**config.mk**
```make
export PLATFORM = sky130hd
export DESIGN_NAME = vram_arbiter_flat
export DESIGN_NICKNAME = d
export VERILOG_FILES = /design/src/rtl/vram_pkg.sv /design/src/rtl/vram_arbiter_if.sv /design/src/rtl/sat_counter.sv /design/src/rtl/vram_arbiter.sv /design/src/flat_wrapper.sv
export SDC_FILE = /design/constraint.sdc
export NUM_CORES = 1
export LEC_CHECK = 0
export ABC_AREA = 1
export CORE_ASPECT_RATIO = 0.5
export CORE_UTILIZATION = 29
export DETAILED_ROUTE_END_ITERATION = 10
export GPL_TIMING_DRIVEN = 0
export HOLD_SLACK_MARGIN = 0.08
export PLACE_DENSITY = 0.75
export SLEW_MARGIN = 20
export SYNTH_ARGS = -nofsm -noshare
export SYNTH_HDL_FRONTEND = slang
export SYNTH_SLANG_ARGS = --single-unit
```
**constraint.sdc**
```tcl
create_clock -name clk_pix -period 1.77 [get_ports clk_pix]
set_clock_uncertainty 0.05 [all_clocks]
set_input_delay 0.531 -clock clk_pix [delete_from_list [all_inputs] [get_ports clk_pix]]
set_output_delay 0.531 -clock clk_pix [all_outputs]
set_load 0.02 [all_outputs]
```
**src/rtl/vram_pkg.sv**
```systemverilog
// ----------------------------------------------------------------------------
// vram_pkg
// Shared constants and types for the video-RAM arbiter.
//
// Contents:
//   VRAM_ADDR_W  - RAM word-address width (32 KiB window below 0x8000)
//   VRAM_DATA_W  - RAM data width
//   arb_state_t  - arbiter FSM state
//   cpu_rdy_idle - RDY value the CPU sees while the arbiter is idle
// ----------------------------------------------------------------------------
package vram_pkg;

    localparam int VRAM_ADDR_W = 15;
    localparam int VRAM_DATA_W = 8;

    // IDLE   : port free for a new CPU grant (PPU always wins the port)
    // RD_CAP : the cycle after a CPU read grant; RAM data is captured for the CPU
    typedef enum logic {
        IDLE   = 1'b0,
        RD_CAP = 1'b1
    } arb_state_t;

    // While idle the CPU is held off whenever it requests and either the PPU
    // owns the port this cycle or it is a read (reads need a second cycle for
    // the synchronous RAM to return data). An uncontended write is immediate.
    function automatic logic cpu_rdy_idle(input logic cpu_req,
                                          input logic cpu_we,
                                          input logic ppu_req);
        return !(cpu_req && (ppu_req || !cpu_we));
    endfunction

endpackage

```
**src/rtl/vram_arbiter_if.sv**
```systemverilog
// ----------------------------------------------------------------------------
// vram_arbiter_if
// Bundles the CPU data-bus port, the PPU fetch port and the single-port RAM
// port of the video-RAM arbiter.
//
// Modports:
//   slave  - the arbiter: takes CPU/PPU requests and RAM read data, drives
//            CPU/PPU responses, the RAM address/write strobe and cpu_starved
//   master - the surrounding system (CPU, PPU, RAM): the mirror image
// ----------------------------------------------------------------------------
interface vram_arbiter_if
    import vram_pkg::*;
#(
    parameter int ADDR_W = VRAM_ADDR_W,
    parameter int DATA_W = VRAM_DATA_W
);

    // CPU data bus
    logic              cpu_req;
    logic              cpu_we;
    logic [ADDR_W-1:0] cpu_addr;
    logic [DATA_W-1:0] cpu_wdata;
    logic [DATA_W-1:0] cpu_rdata;
    logic              cpu_rdy;

    // PPU fetch port
    logic              ppu_req;
    logic [ADDR_W-1:0] ppu_addr;
    logic [DATA_W-1:0] ppu_rdata;
    logic              ppu_valid;

    // Single-port synchronous RAM
    logic [ADDR_W-1:0] ram_addr;
    logic              ram_we;
    logic [DATA_W-1:0] ram_wdata;
    logic [DATA_W-1:0] ram_rdata;

    // Debug
    logic              cpu_starved;

    modport slave (
        input  cpu_req, cpu_we, cpu_addr, cpu_wdata,
        output cpu_rdata, cpu_rdy,
        input  ppu_req, ppu_addr,
        output ppu_rdata, ppu_valid,
        output ram_addr, ram_we, ram_wdata,
        input  ram_rdata,
        output cpu_starved
    );

    modport master (
        output cpu_req, cpu_we, cpu_addr, cpu_wdata,
        input  cpu_rdata, cpu_rdy,
        output ppu_req, ppu_addr,
        input  ppu_rdata, ppu_valid,
        input  ram_addr, ram_we, ram_wdata,
        output ram_rdata,
        input  cpu_starved
    );

endinterface

```
**src/rtl/sat_counter.sv**
```systemverilog
// ----------------------------------------------------------------------------
// sat_counter
// Up-counter that saturates at MAX. Clear has priority over increment.
//
// Ports:
//   clk    in   clock, rising edge
//   rst    in   asynchronous active-high reset (count -> 0)
//   inc    in   count up by one unless already at MAX
//   clr    in   return to zero
//   count  out  current value, $clog2(MAX+1) bits
//   at_max out  high while count equals MAX
// ----------------------------------------------------------------------------
module sat_counter #(
    parameter  int MAX = 16,
    localparam int W   = $clog2(MAX + 1)
) (
    input  logic         clk,
    input  logic         rst,
    input  logic         inc,
    input  logic         clr,
    output logic [W-1:0] count,
    output logic         at_max
);

    localparam logic [W-1:0] MAX_V = W'(MAX);

    logic [W-1:0] count_q;
    logic [W-1:0] count_d;

    always_comb begin
        count_d = count_q;
        if (clr) begin
            count_d = '0;
        end else if (inc && (count_q != MAX_V)) begin
            count_d = count_q + 1'b1;
        end
    end

    always_ff @(posedge clk or posedge rst) begin
        if (rst) begin
            count_q <= '0;
        end else begin
            count_q <= count_d;
        end
    end

    assign count  = count_q;
    assign at_max = (count_q == MAX_V);

endmodule

```
**src/rtl/vram_arbiter.sv**
```systemverilog
// ----------------------------------------------------------------------------
// vram_arbiter
// Shares one single-port synchronous video RAM between the 6502 data bus and
// the character PPU fetch port. The PPU has strict priority and a fixed
// one-cycle latency; the CPU is stalled through RDY until its access is done.
// A saturating counter flags sustained CPU lock-out.
//
// Parameters:
//   ADDR_W        RAM word-address width
//   DATA_W        data width
//   STARVE_LIMIT  consecutive denied CPU cycles before cpu_starved asserts
//
// Ports:
//   clk_pix  in   single pixel/system clock, rising edge
//   rst_pix  in   asynchronous active-high reset
//   bus      slave modport of vram_arbiter_if:
//            cpu_req/cpu_we/cpu_addr/cpu_wdata in, cpu_rdata/cpu_rdy out
//            ppu_req/ppu_addr in, ppu_rdata/ppu_valid out
//            ram_addr/ram_we/ram_wdata out, ram_rdata in
//            cpu_starved out
// ----------------------------------------------------------------------------
module vram_arbiter
    import vram_pkg::*;
#(
    parameter int ADDR_W       = VRAM_ADDR_W,
    parameter int DATA_W       = VRAM_DATA_W,
    parameter int STARVE_LIMIT = 16
) (
    input  logic           clk_pix,
    input  logic           rst_pix,
    vram_arbiter_if.slave  bus
);

    localparam int CNT_W = $clog2(STARVE_LIMIT + 1);

    arb_state_t        state_q;
    arb_state_t        state_d;
    logic [DATA_W-1:0] cpu_rd_q;
    logic [DATA_W-1:0] cpu_rd_d;
    logic [DATA_W-1:0] ppu_rd_q;
    logic [DATA_W-1:0] ppu_rd_d;
    logic              ppu_valid_q;

    logic              in_idle;
    logic              in_rd_cap;
    logic              cpu_grant;

    logic              starve_inc;
    logic              starve_clr;
    logic [CNT_W-1:0]  starve_count;
    logic              starve_at_max;

    assign in_idle   = (state_q == IDLE);
    assign in_rd_cap = (state_q == RD_CAP);

    // The PPU is granted whenever it asks. The CPU only gets the port when
    // idle and the PPU is silent; in RD_CAP the CPU is only collecting data.
    assign cpu_grant = in_idle && bus.cpu_req && !bus.ppu_req;

    // ------------------------------------------------------------------
    // RAM port. A write is only ever issued on a CPU-owned cycle, so the
    // address mux and the write strobe can never disagree.
    // ------------------------------------------------------------------
    assign bus.ram_addr  = bus.ppu_req ? bus.ppu_addr : bus.cpu_addr;
    assign bus.ram_wdata = bus.cpu_wdata;
    assign bus.ram_we    = cpu_grant && bus.cpu_we;

    // ------------------------------------------------------------------
    // CPU response. In RD_CAP the RAM output is bypassed straight to the
    // CPU so data is valid in the completing cycle; the hold register keeps
    // it stable afterwards while the RAM output moves on to PPU fetches.
    // ------------------------------------------------------------------
    assign bus.cpu_rdy   = in_rd_cap ? 1'b1
                                     : cpu_rdy_idle(bus.cpu_req, bus.cpu_we, bus.ppu_req);
    assign bus.cpu_rdata = in_rd_cap ? bus.ram_rdata : cpu_rd_q;

    // ------------------------------------------------------------------
    // PPU response: same bypass/hold arrangement, one cycle behind the
    // request to match the synchronous RAM read.
    // ------------------------------------------------------------------
    assign bus.ppu_valid = ppu_valid_q;
    assign bus.ppu_rdata = ppu_valid_q ? bus.ram_rdata : ppu_rd_q;

    // ------------------------------------------------------------------
    // FSM and capture registers
    // ------------------------------------------------------------------
    always_comb begin
        state_d  = state_q;
        cpu_rd_d = cpu_rd_q;
        ppu_rd_d = ppu_rd_q;

        case (state_q)
            IDLE: begin
                // Writes finish in the grant cycle; reads need the data cycle.
                if (cpu_grant && !bus.cpu_we) begin
                    state_d = RD_CAP;
                end
            end
            RD_CAP: begin
                cpu_rd_d = bus.ram_rdata;
                state_d  = IDLE;
            end
            default: begin
                state_d = IDLE;
            end
        endcase

        if (ppu_valid_q) begin
            ppu_rd_d = bus.ram_rdata;
        end
    end

    always_ff @(posedge clk_pix or posedge rst_pix) begin
        if (rst_pix) begin
            state_q     <= IDLE;
            cpu_rd_q    <= '0;
            ppu_rd_q    <= '0;
            ppu_valid_q <= 1'b0;
        end else begin
            state_q     <= state_d;
            cpu_rd_q    <= cpu_rd_d;
            ppu_rd_q    <= ppu_rd_d;
            ppu_valid_q <= bus.ppu_req;
        end
    end

    // ------------------------------------------------------------------
    // Starvation monitor. Only idle-state denials count: the RD_CAP cycle
    // is the CPU finishing, so the count simply holds there.
    // ------------------------------------------------------------------
    assign starve_inc = bus.cpu_req && !cpu_grant && in_idle;
    assign starve_clr = cpu_grant || !bus.cpu_req;

    sat_counter #(
        .MAX (STARVE_LIMIT)
    ) u_starve_cnt (
        .clk    (clk_pix),
        .rst    (rst_pix),
        .inc    (starve_inc),
        .clr    (starve_clr),
        .count  (starve_count),
        .at_max (starve_at_max)
    );

    // The counter's saturation flag and its raw value describe the same
    // condition; combining them keeps the count observable on the netlist.
    assign bus.cpu_starved = starve_at_max && (starve_count == CNT_W'(STARVE_LIMIT));

endmodule

```
**src/flat_wrapper.sv**
```systemverilog
// flat-port wrapper written by rule: the top's interface ports become plain ports
module vram_arbiter_flat import vram_pkg::*;
#(
    parameter int ADDR_W       = VRAM_ADDR_W,
    parameter int DATA_W       = VRAM_DATA_W,
    parameter int STARVE_LIMIT = 16
)
  (clk_pix, rst_pix, bus_cpu_req, bus_cpu_we, bus_cpu_addr, bus_cpu_wdata, bus_cpu_rdata, bus_cpu_rdy, bus_ppu_req, bus_ppu_addr, bus_ppu_rdata, bus_ppu_valid, bus_ram_addr, bus_ram_we, bus_ram_wdata, bus_ram_rdata, bus_cpu_starved);
  vram_arbiter_if #(.ADDR_W(ADDR_W), .DATA_W(DATA_W)) bus_i ();
  input  logic clk_pix;
  input  logic rst_pix;
  input wire logic [$bits(bus_i.cpu_req)-1:0] bus_cpu_req;
  input wire logic [$bits(bus_i.cpu_we)-1:0] bus_cpu_we;
  input wire logic [$bits(bus_i.cpu_addr)-1:0] bus_cpu_addr;
  input wire logic [$bits(bus_i.cpu_wdata)-1:0] bus_cpu_wdata;
  output wire logic [$bits(bus_i.cpu_rdata)-1:0] bus_cpu_rdata;
  output wire logic [$bits(bus_i.cpu_rdy)-1:0] bus_cpu_rdy;
  input wire logic [$bits(bus_i.ppu_req)-1:0] bus_ppu_req;
  input wire logic [$bits(bus_i.ppu_addr)-1:0] bus_ppu_addr;
  output wire logic [$bits(bus_i.ppu_rdata)-1:0] bus_ppu_rdata;
  output wire logic [$bits(bus_i.ppu_valid)-1:0] bus_ppu_valid;
  output wire logic [$bits(bus_i.ram_addr)-1:0] bus_ram_addr;
  output wire logic [$bits(bus_i.ram_we)-1:0] bus_ram_we;
  output wire logic [$bits(bus_i.ram_wdata)-1:0] bus_ram_wdata;
  input wire logic [$bits(bus_i.ram_rdata)-1:0] bus_ram_rdata;
  output wire logic [$bits(bus_i.cpu_starved)-1:0] bus_cpu_starved;
  assign bus_i.cpu_req = bus_cpu_req;
  assign bus_i.cpu_we = bus_cpu_we;
  assign bus_i.cpu_addr = bus_cpu_addr;
  assign bus_i.cpu_wdata = bus_cpu_wdata;
  assign bus_cpu_rdata = bus_i.cpu_rdata;
  assign bus_cpu_rdy = bus_i.cpu_rdy;
  assign bus_i.ppu_req = bus_ppu_req;
  assign bus_i.ppu_addr = bus_ppu_addr;
  assign bus_ppu_rdata = bus_i.ppu_rdata;
  assign bus_ppu_valid = bus_i.ppu_valid;
  assign bus_ram_addr = bus_i.ram_addr;
  assign bus_ram_we = bus_i.ram_we;
  assign bus_ram_wdata = bus_i.ram_wdata;
  assign bus_i.ram_rdata = bus_ram_rdata;
  assign bus_cpu_starved = bus_i.cpu_starved;
  vram_arbiter #(.ADDR_W(ADDR_W), .DATA_W(DATA_W), .STARVE_LIMIT(STARVE_LIMIT)) u_core (.clk_pix(clk_pix), .rst_pix(rst_pix), .bus(bus_i));
endmodule
```
==> out/results.txt <==
Root Buffer: clkbuf_8
Longest Clk Path Bufs: 2
placed cells: 299
IO Count: 94
WL/cell: 13.1 um
CTS H-tree depth: 1
start point of the worst hold path: bus_ppu_req
Worst Hold Endpoint: u_core.bus.ppu_valid$_DFF_PP0_
most frequent CP cell: buf_6
nature of the critical path startpoint: flop
WP data arrival: 1.28 ns
Synth Warn #: 0
Hold/Removal Path Class: in2reg
global route total overflow: 0
Worst VDD drop: 0.337 mV
sequential element share of the synthesized area: 0.446
Synth Net Count: 213
Die ar.: 4740 sq um
R2R Setup Slk: 0.42 ns
FMAX: 538 MHz
period utilisation layout: 1.05
Sink Count: 23
synthesized area per cell: 8.06 sq um
CTS buffer count: 3
Via-to-Cell Ratio: 4.44
first-pass GRT wire length: 6150 um
die width: 96.3 um
critical path type: reg2out
routed vias: 1444
relative slew slack: 0.421
RSZ-0062 raised after global routing: true
Mapped Area: 1290 sq um
max-slew violation count: 0
Max FO, Critical Path: 8
run status: finished, violations left
Layout area overhead: 107%
Detailed Place HPWL: 2830 um
GP Congestion: 0.737
endpoints failing setup: 14
R2R cell count: 6
fin crit period: 1.86 ns
quantity of hold-fixing buffers added after cts: 0
height of the chip: 49.2 um
most frequent cells in the layout: 48 x dlygate4sd2_1, 40 x buf_6, 38 x nand2_1
total of max-cap violations: 0
First-pass DRT Iterations: 4
violations in the final reports: negative setup slack
final antenna-violating net count: 0
post-synthesis cell count: 160
power per cell area: 626 nW/um^2
gr usage total: 0.167
CP endpoint kind: output port
fin worst setup slack: -0.0883 ns
setup tns final: -0.710 ns
share of cells above drive strength 1: 0.517
largest net degree at the start of global routing: 24
FF-to-FF Start: u_core.u_starve_cnt.count[0]$_DFFE_PP0P_
Min-Delay Path Depth: 1
initial antenna violation count: 0
# fillers: 343
Diodes inserted: 0
critical path's largest stage delay: 0.40 ns
vias in the first global route: 1375
Clock transition at path regs: 0.08 ns
worst-skew pair later-pin latency: 0.26 ns
Netlist cell types: 20
nets@finish: 325
initial DRC count: 31
IO Port Bufs: 85
DRC Markers: 0
# rows: 16
Worst EP required: 1.19 ns
Final Hold Viols: 0
P_leak: 1.45 nW
Starting Density: 0.316
pre-CTS WS: -1.03 ns
final non-filler cell total: 325
Worst path slowest cell: dfrtp_1
commonest non-fill, non-tap cell in the layout: dlygate4sd2_1
CORE AREA: 4080 sq um
worst-margin pin slew: 0.867 ns
Routed WL: 4250 um
total power: 0.00167 W
synthesized flop and latch total: 23
RR Endpoint: u_core.u_starve_cnt.count[2]$_DFFE_PP0P_
CTS tree: yes
CP cell instances: buf_6, mux2_4, buf_6
==> cell type report <==
type                            count  area [sq um]  area share
Tap cell                           54          67.6      0.0254
Timing Repair inverter              1          6.26     0.00235
Inverter                           12          65.1      0.0244
Sequential cell                    23           576       0.216
Buffer                             13           124      0.0465
Multi-Input combinational cell    111           749       0.281
Timing Repair Buffer              107          1030       0.387
Clock buffer                        4          45.0      0.0169
==> per-stage QoR <==
step / util / hold WS [ns] / instance area (sq um)
4_1_cts: 0.586 / 0.323 / 2390
5_1_grt: 0.653 / 0.310 / 2670
6_report: 0.653 / 0.324 / 2670
2_1_floorplan: - / 0.483 / 1290
3_3_place_gp: 0.541 / 0.403 / 2210
3_5_place_dp: 0.541 / 0.409 / 2210
==> worst max-delay path, delay by kind of cell, from the launching register on <==
kind	cells	cell delay, ns
flip-flops	1	0.40
multiplexers	1	0.32
buffers and inverters	2	0.29
==> registers in the layout (all words and copies together), names as in the netlist <==
signal / cells
u_core.cpu_rd_q: 8
u_core.in_rd_cap: 1
u_core.bus.ppu_valid: 1
u_core.ppu_rd_q: 8
u_core.u_starve_cnt.count: 5
==> cell usage after synthesis <==
master,number,area (sq um)
nand2_1,79,297
dfrtp_1,23,576
buf_4,10,75.1
inv_1,9,33.8
nand3_1,9,45.0
mux2_2,8,90.1
nor2_1,6,22.5
buf_2,2,10.0
ha_1,2,25.0
inv_2,2,7.51
a21oi_4,1,16.3
buf_12,1,20.0
buf_6,1,11.3
inv_8,1,11.3
nand2_2,1,6.26
nand2_4,1,11.3
nand4_1,1,6.26
nand4_2,1,12.5
o21ai_0,1,5.00
xor2_1,1,8.76
==> kinds of logic after synthesis <==
group / count (synthesis) / share of synthesized area
XOR/XNOR: 1 / 0.00679
AO/OA/AOI/OAI: 2 / 0.0165
adder cells (fa/ha/maj): 2 / 0.0194
AND/OR/NAND/NOR: 98 / 0.310
buffers and inverters: 26 / 0.131
flip-flops: 23 / 0.446
multiplexers: 8 / 0.0698
==> power by group <==
group          switching (W)  leakage [nW]  internal, W  total [W]
sequential         0.0000228         0.286     0.000582   0.000605
clock               0.000166        0.0228     0.000161   0.000327
combinational       0.000355          1.15     0.000382   0.000736
==> metal layers <==
metal  up-vias  track usage  routed length (um)
met5         -            0                   0
met4         0       0.0441                 119
met3        14       0.0405                 258
met2        52        0.303                2270
met1       674        0.197                1610
li1        704            -                   -
==> worst max path at each step <==
stage / startpoint / to / slack [ns] / cells past startpoint
after CTS: u_core.bus.ppu_valid$_DFF_PP0_ / bus_ppu_rdata[6] / -0.08 / 3
final: u_core.bus.ppu_valid$_DFF_PP0_ / bus_ppu_rdata[2] / -0.09 / 3
after global placement: bus_ppu_req / bus_ram_addr[14] / -1.01 / 7
after detailed placement: bus_ppu_req / bus_ram_addr[4] / -1.03 / 7
after global routing: u_core.bus.ppu_valid$_DFF_PP0_ / bus_ppu_rdata[2] / -0.12 / 3
after floorplan: bus_ppu_req / bus_cpu_rdy / 0.02 / 2
==> what timing repair did <==
action | 4_1_cts | 5_1_grt
buffers inserted | 12 | 9
pin swaps | 41 | 24
endpoints found under the setup margin | 43 | 28
cloned | 2 | 0
gates resized for setup | 283 | 66
Note: power is estimated with default switching activity, not from simulation.
